==> src/rtl/if_id_queue_pkg.sv <==
// if_id_queue_pkg: widths and NOP encoding shared by the fetch/decode blocks.
package if_id_queue_pkg;
  localparam int ADDR_W = 16;
  localparam int INSTR_W = 16;
  localparam int DEPTH = 4;
  localparam logic [INSTR_W-1:0] NOP_INSTR = 16'h0000;
endpackage

==> src/rtl/if_id_queue_storage.sv <==
// if_id_storage: DEPTH x W register array, one write port, async read port.
module if_id_storage #(
  parameter int DEPTH = 4,
  parameter int W = 32
) (
  input  logic                     clk,
  input  logic                     reset,
  input  logic                     we,
  input  logic [$clog2(DEPTH)-1:0] waddr,
  input  logic [W-1:0]             wdata,
  input  logic [$clog2(DEPTH)-1:0] raddr,
  output logic [W-1:0]             rdata
);
  logic [DEPTH-1:0][W-1:0] mem_q, mem_d;
  always_comb begin
    mem_d = mem_q;
    if (we) mem_d[waddr] = wdata;
  end
  always_ff @(posedge clk or negedge reset)
    if (!reset) mem_q <= '0;
    else mem_q <= mem_d;
  assign rdata = mem_q[raddr];
endmodule

==> src/rtl/if_id_queue.sv <==
// if_id_queue: fetch-to-decode FWFT queue with full-hold back-pressure and branch flush.
module if_id_queue
  import if_id_queue_pkg::*;
#(
  parameter int                       ADDR_W    = if_id_queue_pkg::ADDR_W,
  parameter int                       INSTR_W   = if_id_queue_pkg::INSTR_W,
  parameter int                       DEPTH     = if_id_queue_pkg::DEPTH,
  parameter logic [INSTR_W-1:0]       NOP_INSTR = if_id_queue_pkg::NOP_INSTR
) (
  input  logic                       clk,
  input  logic                       reset,
  input  logic                       fetch_valid,
  input  logic [ADDR_W-1:0]          fetch_pc,
  input  logic [INSTR_W-1:0]         fetch_instr,
  output logic                       fetch_hold,
  input  logic                       flush,
  input  logic                       dec_ready,
  output logic                       dec_valid,
  output logic [ADDR_W-1:0]          dec_pc,
  output logic [INSTR_W-1:0]         dec_instr,
  output logic [$clog2(DEPTH):0]     count,
  output logic [15:0]                hold_cycles
);
  localparam int PW = $clog2(DEPTH);
  localparam logic [PW:0] FULL = (PW+1)'(DEPTH);
  logic [PW-1:0] wr_ptr_q, wr_ptr_d, rd_ptr_q, rd_ptr_d;
  logic [PW:0] count_q, count_d;
  logic [15:0] hold_cycles_q, hold_cycles_d;
  logic push, pop;
  logic [ADDR_W+INSTR_W-1:0] head;
  // hold depends only on registered count so fetch sees no combinational loop
  assign fetch_hold = count_q == FULL;
  assign dec_valid = count_q != '0;
  assign push = fetch_valid & ~fetch_hold & ~flush;
  assign pop = dec_ready & dec_valid & ~flush;
  always_comb begin
    wr_ptr_d = flush ? '0 : wr_ptr_q + PW'(push);
    rd_ptr_d = flush ? '0 : rd_ptr_q + PW'(pop);
    count_d = flush ? '0 : count_q + (PW+1)'(push) - (PW+1)'(pop);
    hold_cycles_d = (fetch_hold && hold_cycles_q != 16'hFFFF) ? hold_cycles_q + 16'd1 : hold_cycles_q;
  end
  always_ff @(posedge clk or negedge reset)
    if (!reset) begin
      wr_ptr_q <= '0;
      rd_ptr_q <= '0;
      count_q <= '0;
      hold_cycles_q <= '0;
    end else begin
      wr_ptr_q <= wr_ptr_d;
      rd_ptr_q <= rd_ptr_d;
      count_q <= count_d;
      hold_cycles_q <= hold_cycles_d;
    end
  if_id_storage #(.DEPTH(DEPTH), .W(ADDR_W+INSTR_W)) u_storage (
    .clk   (clk),
    .reset (reset),
    .we    (push),
    .waddr (wr_ptr_q),
    .wdata ({fetch_pc, fetch_instr}),
    .raddr (rd_ptr_q),
    .rdata (head)
  );
  assign dec_pc = dec_valid ? head[INSTR_W +: ADDR_W] : '0;
  assign dec_instr = dec_valid ? head[INSTR_W-1:0] : NOP_INSTR;
  assign count = count_q;
  assign hold_cycles = hold_cycles_q;
endmodule

==> config.mk <==
export PLATFORM = sky130hd
export DESIGN_NAME = if_id_queue
export DESIGN_NICKNAME = d
export VERILOG_FILES = /design/src/rtl/if_id_queue_pkg.sv /design/src/rtl/if_id_queue_storage.sv /design/src/rtl/if_id_queue.sv
export SDC_FILE = /design/constraint.sdc
export NUM_CORES = 1
export LEC_CHECK = 0
export ABC_AREA = 0
export BUFFER_PORTS_ARGS = -buffer_cell sky130_fd_sc_hd__buf_2
export CAP_MARGIN = 20
export CELL_PAD_IN_SITES_DETAIL_PLACEMENT = 0
export CELL_PAD_IN_SITES_GLOBAL_PLACEMENT = 1
export CORE_UTILIZATION = 35
export CTS_CLUSTER_SIZE = 40
export DETAILED_ROUTE_END_ITERATION = 12
export GPL_ROUTABILITY_DRIVEN = 0
export GPL_TIMING_DRIVEN = 0
export PLACE_DENSITY_LB_ADDON = 0.1
export REMOVE_ABC_BUFFERS = 1
export SYNTH_ARGS = -nofsm -noshare
export SYNTH_HDL_FRONTEND = slang
export SYNTH_SLANG_ARGS = --single-unit
==> constraint.sdc <==
create_clock -name clk -period 5.4 [get_ports clk]
set_clock_uncertainty 0.05 [all_clocks]
set_input_delay 1.08 -clock clk [delete_from_list [all_inputs] [get_ports clk]]
set_output_delay 1.08 -clock clk [all_outputs]
set_load 0.03 [all_outputs]
==> results of run 1 <==
## metrics by stage
stage / setup TNS (ps) / setup slack, ps / power, W / cell area, µm²
final: 0 / 1980 / 0.00417 / 8340
after global routing: 0 / 1800 / 0.00443 / 8330
after CTS: 0 / 1870 / 0.00425 / 8330
after detailed placement: 0 / 2220 / 0.00317 / 7810
after global placement: -32750 / -1320 / 0.00305 / 7520
after floorplan: 0 / 1370 / 0.00267 / 6750
## cells in the final DEF (no fill, tap or decap), drive strengths merged, types with 5 or more instances in the layout
cell type / instances
dfrtp: 151
nor3: 8
inv: 5
nand2: 7
buf: 103
clkbuf: 26
mux2: 130
nor2b: 35
mux4: 32
ha: 5
xnor2: 9
xor2: 9
nor2: 7
nand4: 8
## per-layer routing
metal / vias to the layer above / GRT usage (%) / share of wire [%]
li1: 1826 / - / -
met1: 2122 / 18.8 / 42
met2: 66 / 28.7 / 53
met3: 11 / 3.36 / 3.1
met4: 0 / 6.45 / 1.4
met5: - / 0 / 0
## flip-flops by register name (all words and copies together), names as in the netlist
| name | count |
|---|---|
| hold_cycles | 16 |
| count | 3 |
| u_storage.mem_q | 128 |
| wr_ptr_q | 2 |
| rd_ptr_q | 2 |
## how the worst max path moves through the flow
stage,startpoint,to,slack [ps],cells past startpoint
final,count[1]$_DFF_PN0_,dec_pc[12],1980,6
after global placement,count[1]$_DFF_PN0_,count[2]$_DFF_PN0_,-1320,9
after CTS,count[1]$_DFF_PN0_,dec_pc[12],1870,6
after global routing,count[1]$_DFF_PN0_,dec_pc[12],1800,6
after detailed placement,flush,u_storage.mem_q[39]$_DFFE_PN0P_,2220,6
after floorplan,count[1]$_DFF_PN0_,dec_valid,1370,2
## worst reg2reg max path, delay by kind of cell, from the launching register on
family	cells	cell delay, ps
adders and majority gates	3	830
buffers and inverters	2	100
and+or+nand+nor	3	900
DFF	1	450
xor gates and xnor gates	1	170
## cell families after synthesis
logic type | Yosys count
buffers and inverters | 31
DFF | 151
adders and majority gates | 6
muxes | 162
and+or+nand+nor | 83
xor gates and xnor gates | 18
## layout make-up
type | count | area [µm²] | area share, %
diodes | 1 | 2.50 | 0.0300
clock buffers | 26 | 499 | 5.99
clock inverters | 4 | 20.0 | 0.240
inverters | 5 | 18.8 | 0.225
multi-input cells | 269 | 2960 | 35.5
flip-flops and latches | 151 | 3780 | 45.4
well taps | 265 | 332 | 3.98
repair buffers | 103 | 724 | 8.69
## report_power, final
| group | switching [W] | internal (W) |
|---|---|---|
| Clock | 0.000425 | 0.000628 |
| Sequential | 0.000200 | 0.00147 |
| Combinational | 0.000734 | 0.000708 |
==> metrics.cfg, run 1 <==
[floorplan]
die_h_um=142
die-area_um2=20300
rows=51
die_w_um=142
start_util_pct=35.6
coreArea_um2=19400
io_pins=90

[logic_synthesis]
synth_async_sr_flop_share_pct=100
avgSynthCellArea_um2=15.3
synthAdderAreaFrac_pct=1.20
synth_top_area_share_pct=54.7
yosysMostFrequentCell=dfrtp_1
syn_inst=451
synth_seq_cells=151
syn_area_um2=6910
yosys.area_share.simple_pct=7.57
synth_ff_type=dfrtp_1
synth_mux_area_share_pct=31.6
synth_edf_count=0
synth_xor_area_share_pct=2.28
synth_area_leaders=dfrtp_1 (55%), mux2_2 (21%), mux4_2 (10%)
synth_top_family_by_area=multiplexers
yosys_warnings=0
synth_cell_types=30
synth_commonest_cells=dfrtp_1 (151), mux2_2 (127), nor2b_1 (35)
synth_compound_area_share_pct=0
seq_area_frac_synth_pct=54.7
synth_area_leader_cell=dfrtp_1

[run]
maxCapViolations=0

[critical_path]
end_kind=output port
cp.required_ps=4270
timing.rr.end=count[2]$_DFF_PN0_
rrSetupSlack_ps=2770
crit_slowest_cell=nor3_2
crit_fanout=10
r2r_cells=9
r2r_start=count[1]$_DFF_PN0_
startpoint_type=flop
path_common_cell=buf_6
crit_chain=nor3_2 -> buf_6 -> buf_6 -> buf_6 -> nor2b_1 -> buf_2
worstPathArrival_ps=2290
worst_path_largest_cell_delay_ps=640
setup.worst_path.class=flop to output port
cp_num_buf_inv=4
cp_top_family=simple AND/OR/NAND/NOR gates

[clock_network]
cts_root_buf=clkbuf_16
tritoncts=built
insertion_delay_ps=410
cts_setup_buffers=0
h-tree-depth=4
cts_resized=0
holdBufCountCts=0
numCtsBuffers=17
cts_sinks=151
cts.clk_slew.worst_paths_ps=60
clk_path_buf_depth=2

[hold_path]
hold_depth=1
worstHoldEndpoint=u_storage.mem_q[66]$_DFFE_PN0P_
holdCritPathClass=flop to flop
worstHoldStart=u_storage.mem_q[66]$_DFFE_PN0P_

[sta]
tightest_slew_ps=783
fmax_ghz=0.293
hold_slack_ps=438
finalHoldViolCount=0
rsz0062_at_grt=false
min_period_over_period_pct=63.3
slew_violations=0
min_period_ps=3420
relSlewSlack_pct=47.3
finalSetupViolations=0

[route]
finalWirelength_um=14800
drc_errors=0
ant_nets=0
wl_per_cell_um=17.9
drtIter0Drc=107
firstDrtPassIters=4
vias_per_cell=4.88
vias=4025

[placement]
port_buffers=89
place_inst=793
hpwl_um=9800

[global_routing]
grt_pass1_vias=4447
grt.overflow.total=0
grt_first_pass_wirelength_um=24200
grt_max_degree=96
grtUsageTotal_pct=16.1
antenna_found_initial=0

[power_and_ir_drop]
power_density_nw_per_um2=500
ir_worst_vdd_uv=282
power.leakage_nw=3.81

[final_layout]
nets=590
area_growth_pct=20.7
fillers=1864
layout-drive-gt1-share_pct=53.4
instances_no_fill=824
fin_util_pct=43.0

[run_status]
status=finished clean

(Power assumes the default switching activity.)
==> run 2: changes to the inputs <==
==> constraint.sdc (replaced) <==
create_clock -name clk -period 3.06 [get_ports clk]
set_clock_uncertainty 0.05 [all_clocks]
set_input_delay 0.612 -clock clk [delete_from_list [all_inputs] [get_ports clk]]
set_output_delay 0.612 -clock clk [all_outputs]
set_load 0.03 [all_outputs]
==> run 2 against run 1 <==
Effect of this change:
- cell area rose by 0.11%
- first-iteration DRC count is 1.9% higher
- hold slack lost 310 ps
- global-route usage stayed put
- cell count unchanged
==> metrics.cfg, run 2 (synthesized netlist as in run 1, its figures left out) <==
[clock_network]
h-tree-depth=4
numCtsBuffers=17
cts_resized=0
insertion_delay_ps=410
clk_path_buf_depth=2
cts_sinks=151
cts_setup_buffers=0
tritoncts=built
holdBufCountCts=0
cts_root_buf=clkbuf_16
cts.clk_slew.worst_paths_ps=60

[sta]
fmax_ghz=0.355
relSlewSlack_pct=49.8
min_period_ps=2820
finalSetupViolations=0
min_period_over_period_pct=92.0
tightest_slew_ps=753
final.setup.worst_slack_ps=245
finalSetupTns_ps=0
slew_violations=0
finalHoldViolCount=0
rsz0062_at_grt=false

[route]
drtIter0Drc=109
finalWirelength_um=14800
drc_errors=0
vias=4011
wl_per_cell_um=17.9
ant_nets=0
vias_per_cell=4.87
firstDrtPassIters=4

[critical_path]
setup.worst_path.class=flop to output port
end_kind=output port
worst_path_largest_cell_delay_ps=610
cp.required_ps=2400
crit_chain=buf_12 -> mux4_2 -> nor2b_1 -> buf_2
cp-startpoint=rd_ptr_q[0]$_DFF_PN0_
crit_slowest_cell=dfrtp_4
worstPathArrival_ps=2150
r2r_start=count[1]$_DFF_PN0_
crit_fanout=21
startpoint_type=flop

[power_and_ir_drop]
clkPwrFrac_pct=25.2
power.leakage_nw=3.82
pwr-share-comb_pct=34.6
power_density_nw_per_um2=883
ir_worst_vdd_uv=498
p_int_w=0.00497
seqPwrFrac_pct=40.2
swShare_pct=32.6
switchingPower_w=0.00240

[placement]
place_ws_ps=346
hpwl_um=9800
place_inst=793
port_buffers=89

[global_routing]
grtUsageTotal_pct=16.1
antenna_found_initial=0
grt.overflow.total=0
grt_first_pass_wirelength_um=24200
grt_max_degree=96
grt_pass1_vias=4447

[final_layout]
regMostFlops=u_storage.mem_q
fin_util_pct=43.0
layout_common_cells=dfrtp_1 (149), mux2_2 (127), buf_2 (88)
nets=590
area_growth_pct=20.8
final_common_cell=dfrtp_1
fillers=1866
regArea_um2=3780
instances_no_fill=824
layout-drive-gt1-share_pct=53.4
largest_reg_flops=128
multi_input_area_um2=2960

[floorplan]
io_pins=90
coreArea_um2=19400
die_w_um=142
rows=51
die_h_um=142
start_util_pct=35.6
die-area_um2=20300

[run_status]
status=finished clean

[hold_path]
holdCritPathClass=primary input to asynchronous set/reset pin

[run]
maxCapViolations=0

run 2: layout make-up:
class | count | share of cell area [%]
antenna | 1 | 0.0300
clock buffer | 26 | 5.98
clock inverter | 4 | 0.240
inverter | 5 | 0.225
multi-input combinational | 269 | 35.5
sequential | 151 | 45.3
tap | 265 | 3.97
timing repair buffer | 103 | 8.68
run 2: through the flow:
step / area (µm²) / power [W] / hold slack, ps
floorplan: 6750 / 0.00471 / 266
global placement: 7520 / 0.00524 / 413
detailed placement: 7810 / 0.00560 / 422
CTS: 8330 / 0.00750 / 122
global route: 8340 / 0.00782 / 140
finish: 8340 / 0.00737 / 123
run 2: final timing paths:
| path | to | slack [ps] | cells past startpoint |
|---|---|---|---|
| worst max-delay path | dec_pc[13] | 240 | 4 |
| worst min-delay path | u_storage.mem_q[16]$_DFFE_PN0P_ | 120 | 1 |
| worst max register to register | u_storage.mem_q[41]$_DFFE_PN0P_ | 380 | 7 |
| worst min register to register | u_storage.mem_q[66]$_DFFE_PN0P_ | 440 | 1 |
| max in group asynchronous | rd_ptr_q[0]$_DFF_PN0_ | 1960 | 2 |
| min in group clk | u_storage.mem_q[66]$_DFFE_PN0P_ | 410 | 2 |
run 2: power groups by stage:
stage               registers (W)  clock network [W]  logic, W
global route              0.00305            0.00202   0.00275
CTS                       0.00296            0.00193   0.00261
detailed placement        0.00299                  0   0.00260
finish                    0.00296            0.00186   0.00255
floorplan                 0.00298                  0   0.00173
global placement          0.00301                  0   0.00223
run 2: critical path: cells and delay by family (launching register included):
family	cells	cell delay (ps)
DFF	1	610
muxes	1	520
buffers and inverters	2	450
and+or+nand+nor	1	160
run 2: per-layer routing:
layer	part of all wire (%)	GRT usage [%]
met5	0	0
met4	1.4	6.45
met3	3.1	3.36
met2	53	28.7
met1	42	18.8
==> run 3: changes to the inputs <==
--- a/config.mk
+++ b/config.mk
@@ -11,11 +11,13 @@
 export CELL_PAD_IN_SITES_DETAIL_PLACEMENT = 0
 export CELL_PAD_IN_SITES_GLOBAL_PLACEMENT = 1
 export CORE_UTILIZATION = 35
+export CTS_BUF_LIST = sky130_fd_sc_hd__clkbuf_8
 export CTS_CLUSTER_SIZE = 40
 export DETAILED_ROUTE_END_ITERATION = 12
 export GPL_ROUTABILITY_DRIVEN = 0
 export GPL_TIMING_DRIVEN = 0
 export PLACE_DENSITY_LB_ADDON = 0.1
+export RECOVER_POWER = 100
 export REMOVE_ABC_BUFFERS = 1
 export SYNTH_ARGS = -nofsm -noshare
 export SYNTH_HDL_FRONTEND = slang
==> constraint.sdc (replaced) <==
create_clock -name clk -period 3.6 [get_ports clk]
set_clock_uncertainty 0.05 [all_clocks]
set_input_delay 0.72 -clock clk [delete_from_list [all_inputs] [get_ports clk]]
set_output_delay 0.72 -clock clk [all_outputs]
set_load 0.03 [all_outputs]
==> run 3 against run 2 <==
Effect of this change:
- the flow now finishes with violations (max-capacitance violations, max-slew violations)
- critical path depth increased by 3
- total power fell by 22%
- sequential power decreased by 16%
- critical path type is now flop to flop
- largest power group unchanged
- highest routed layer unchanged
==> metrics.cfg, run 3 (synthesized netlist as in run 1, its figures left out) <==
[clock_network]
clk_path_buf_depth=2
cts_sinks=151
cts_setup_buffers=0
cts_resized=0
cts_root_buf=clkbuf_8
holdBufCountCts=0
insertion_delay_ps=440
h-tree-depth=4
cts.clk_slew.worst_paths_ps=80
tritoncts=built
numCtsBuffers=17

[critical_path]
worst_path_largest_cell_delay_ps=970
startpoint_type=flop
crit_chain=or3b_1 -> inv_1 -> nor3b_1 -> inv_1 -> nor3b_2 -> buf_16 -> mux2_2
r2r_start=count[1]$_DFF_PN0_
worstPathArrival_ps=3420
cp.required_ps=3870
timing.rr.end=u_storage.mem_q[41]$_DFFE_PN0P_
crit_slowest_cell=nor3b_2
path_common_cell=inv_1
crit_fanout=14
end_kind=flop
rrSetupSlack_ps=460
setup.worst_path.class=flop to flop
r2r_cells=7

[power_and_ir_drop]
power.leakage_nw=3.55
power_density_nw_per_um2=712
ir_worst_vdd_uv=403

[route]
drc_errors=0
vias=4002
finalWirelength_um=14700
drtIter0Drc=117
wl_per_cell_um=17.9
firstDrtPassIters=4
vias_per_cell=4.86
ant_nets=0

[sta]
relSlewSlack_pct=-74.2
tightest_slew_ps=2610
min_period_ps=3140
rsz0062_at_grt=false
final.setup.worst_slack_ps=455
slew_violations=57
finalHoldViolCount=0
fmax_ghz=0.318
min_period_over_period_pct=87.3
finalSetupViolations=0

[global_routing]
use_met3_pct=3.47
busiest_layer=met2
grt_max_degree=96
use_met2_pct=28.4
grt_pass1_vias=4416
antenna_found_initial=0
grt.overflow.total=0
grtUsageTotal_pct=16.1
grt_first_pass_wirelength_um=24100
grt_use_met1_pct=19.1

[run_status]
status=finished, violations left
violations=max-capacitance violations, max-slew violations

[floorplan]
coreArea_um2=19400
die_h_um=142
die_w_um=142
die-area_um2=20300
io_pins=90
rows=51
start_util_pct=35.6

[final_layout]
layout-drive-gt1-share_pct=44.1
fin_util_pct=41.4
largest_reg_flops=128
design_area_um2=8030
area_growth_pct=16.3
nets=590
final_common_cell=dfrtp_1
regMostFlops=u_storage.mem_q
layout_common_cells=dfrtp_1 (149), mux2_2 (127), clkbuf_1 (47)

[placement]
port_buffers=89
hpwl_um=9800
place_ws_ps=778
dpl-instance-area_um2=7810

[hold_path]
worstHoldEndpoint=u_storage.mem_q[66]$_DFFE_PN0P_
hold_depth=1
holdCritPathClass=flop to flop
worstHoldStart=u_storage.mem_q[66]$_DFFE_PN0P_

[run]
maxCapViolations=1

run 3: worst max-delay path by stage:
stage | endpoint | from | slack, ps
6_report | u_storage.mem_q[41]$_DFFE_PN0P_ | count[1]$_DFF_PN0_ | 460
5_1_grt | u_storage.mem_q[63]$_DFFE_PN0P_ | count[1]$_DFF_PN0_ | 200
4_1_cts | dec_pc[12] | count[1]$_DFF_PN0_ | 380
3_5_place_dp | u_storage.mem_q[39]$_DFFE_PN0P_ | flush | 780
3_3_place_gp | count[2]$_DFF_PN0_ | count[1]$_DFF_PN0_ | -3120
2_1_floorplan | count[2]$_DFF_PN0_ | count[1]$_DFF_PN0_ | -210
run 3: layout make-up:
| cell class | instances | area [µm²] |
|---|---|---|
| clock buffer | 21 | 289 |
| tap | 265 | 332 |
| clock inverter | 9 | 38.8 |
| timing repair buffer | 103 | 649 |
| sequential | 151 | 3780 |
| antenna | 1 | 2.50 |
| inverter | 5 | 18.8 |
| multi-input combinational | 269 | 2920 |
| fill | 1897 | 11400 |
run 3: per-layer routing:
layer	up-vias	wire length, µm
met5	-	0
met4	0	235
met3	15	462
met2	63	7800
met1	2098	6220
li1	1826	-
run 3: per-stage QoR:
step	hold slack (ps)	std cells	TNS, ps	total power (W)
floorplan	374	425	-1220	0.00400
global placement	413	779	-150380	0.00460
detailed placement	422	793	0	0.00476
CTS	182	823	0	0.00589
global route	461	823	0	0.00611
finish	441	824	0	0.00572
run 3: critical path, delay by kind of cell (launching register included):
family                 cells  cell delay (ps)
and+or+nand+nor            3             1580
muxes                      1              350
buffers and inverters      3              550
DFF                        1              470
run 3: power by group:
part / internal (W) / total (W) / switching, W
clock: 0.000525 / 0.00112 / 0.000592
combinational: 0.00100 / 0.00210 / 0.00110
sequential: 0.00221 / 0.00250 / 0.000296
total: 0.00373 / 0.00572 / 0.00199
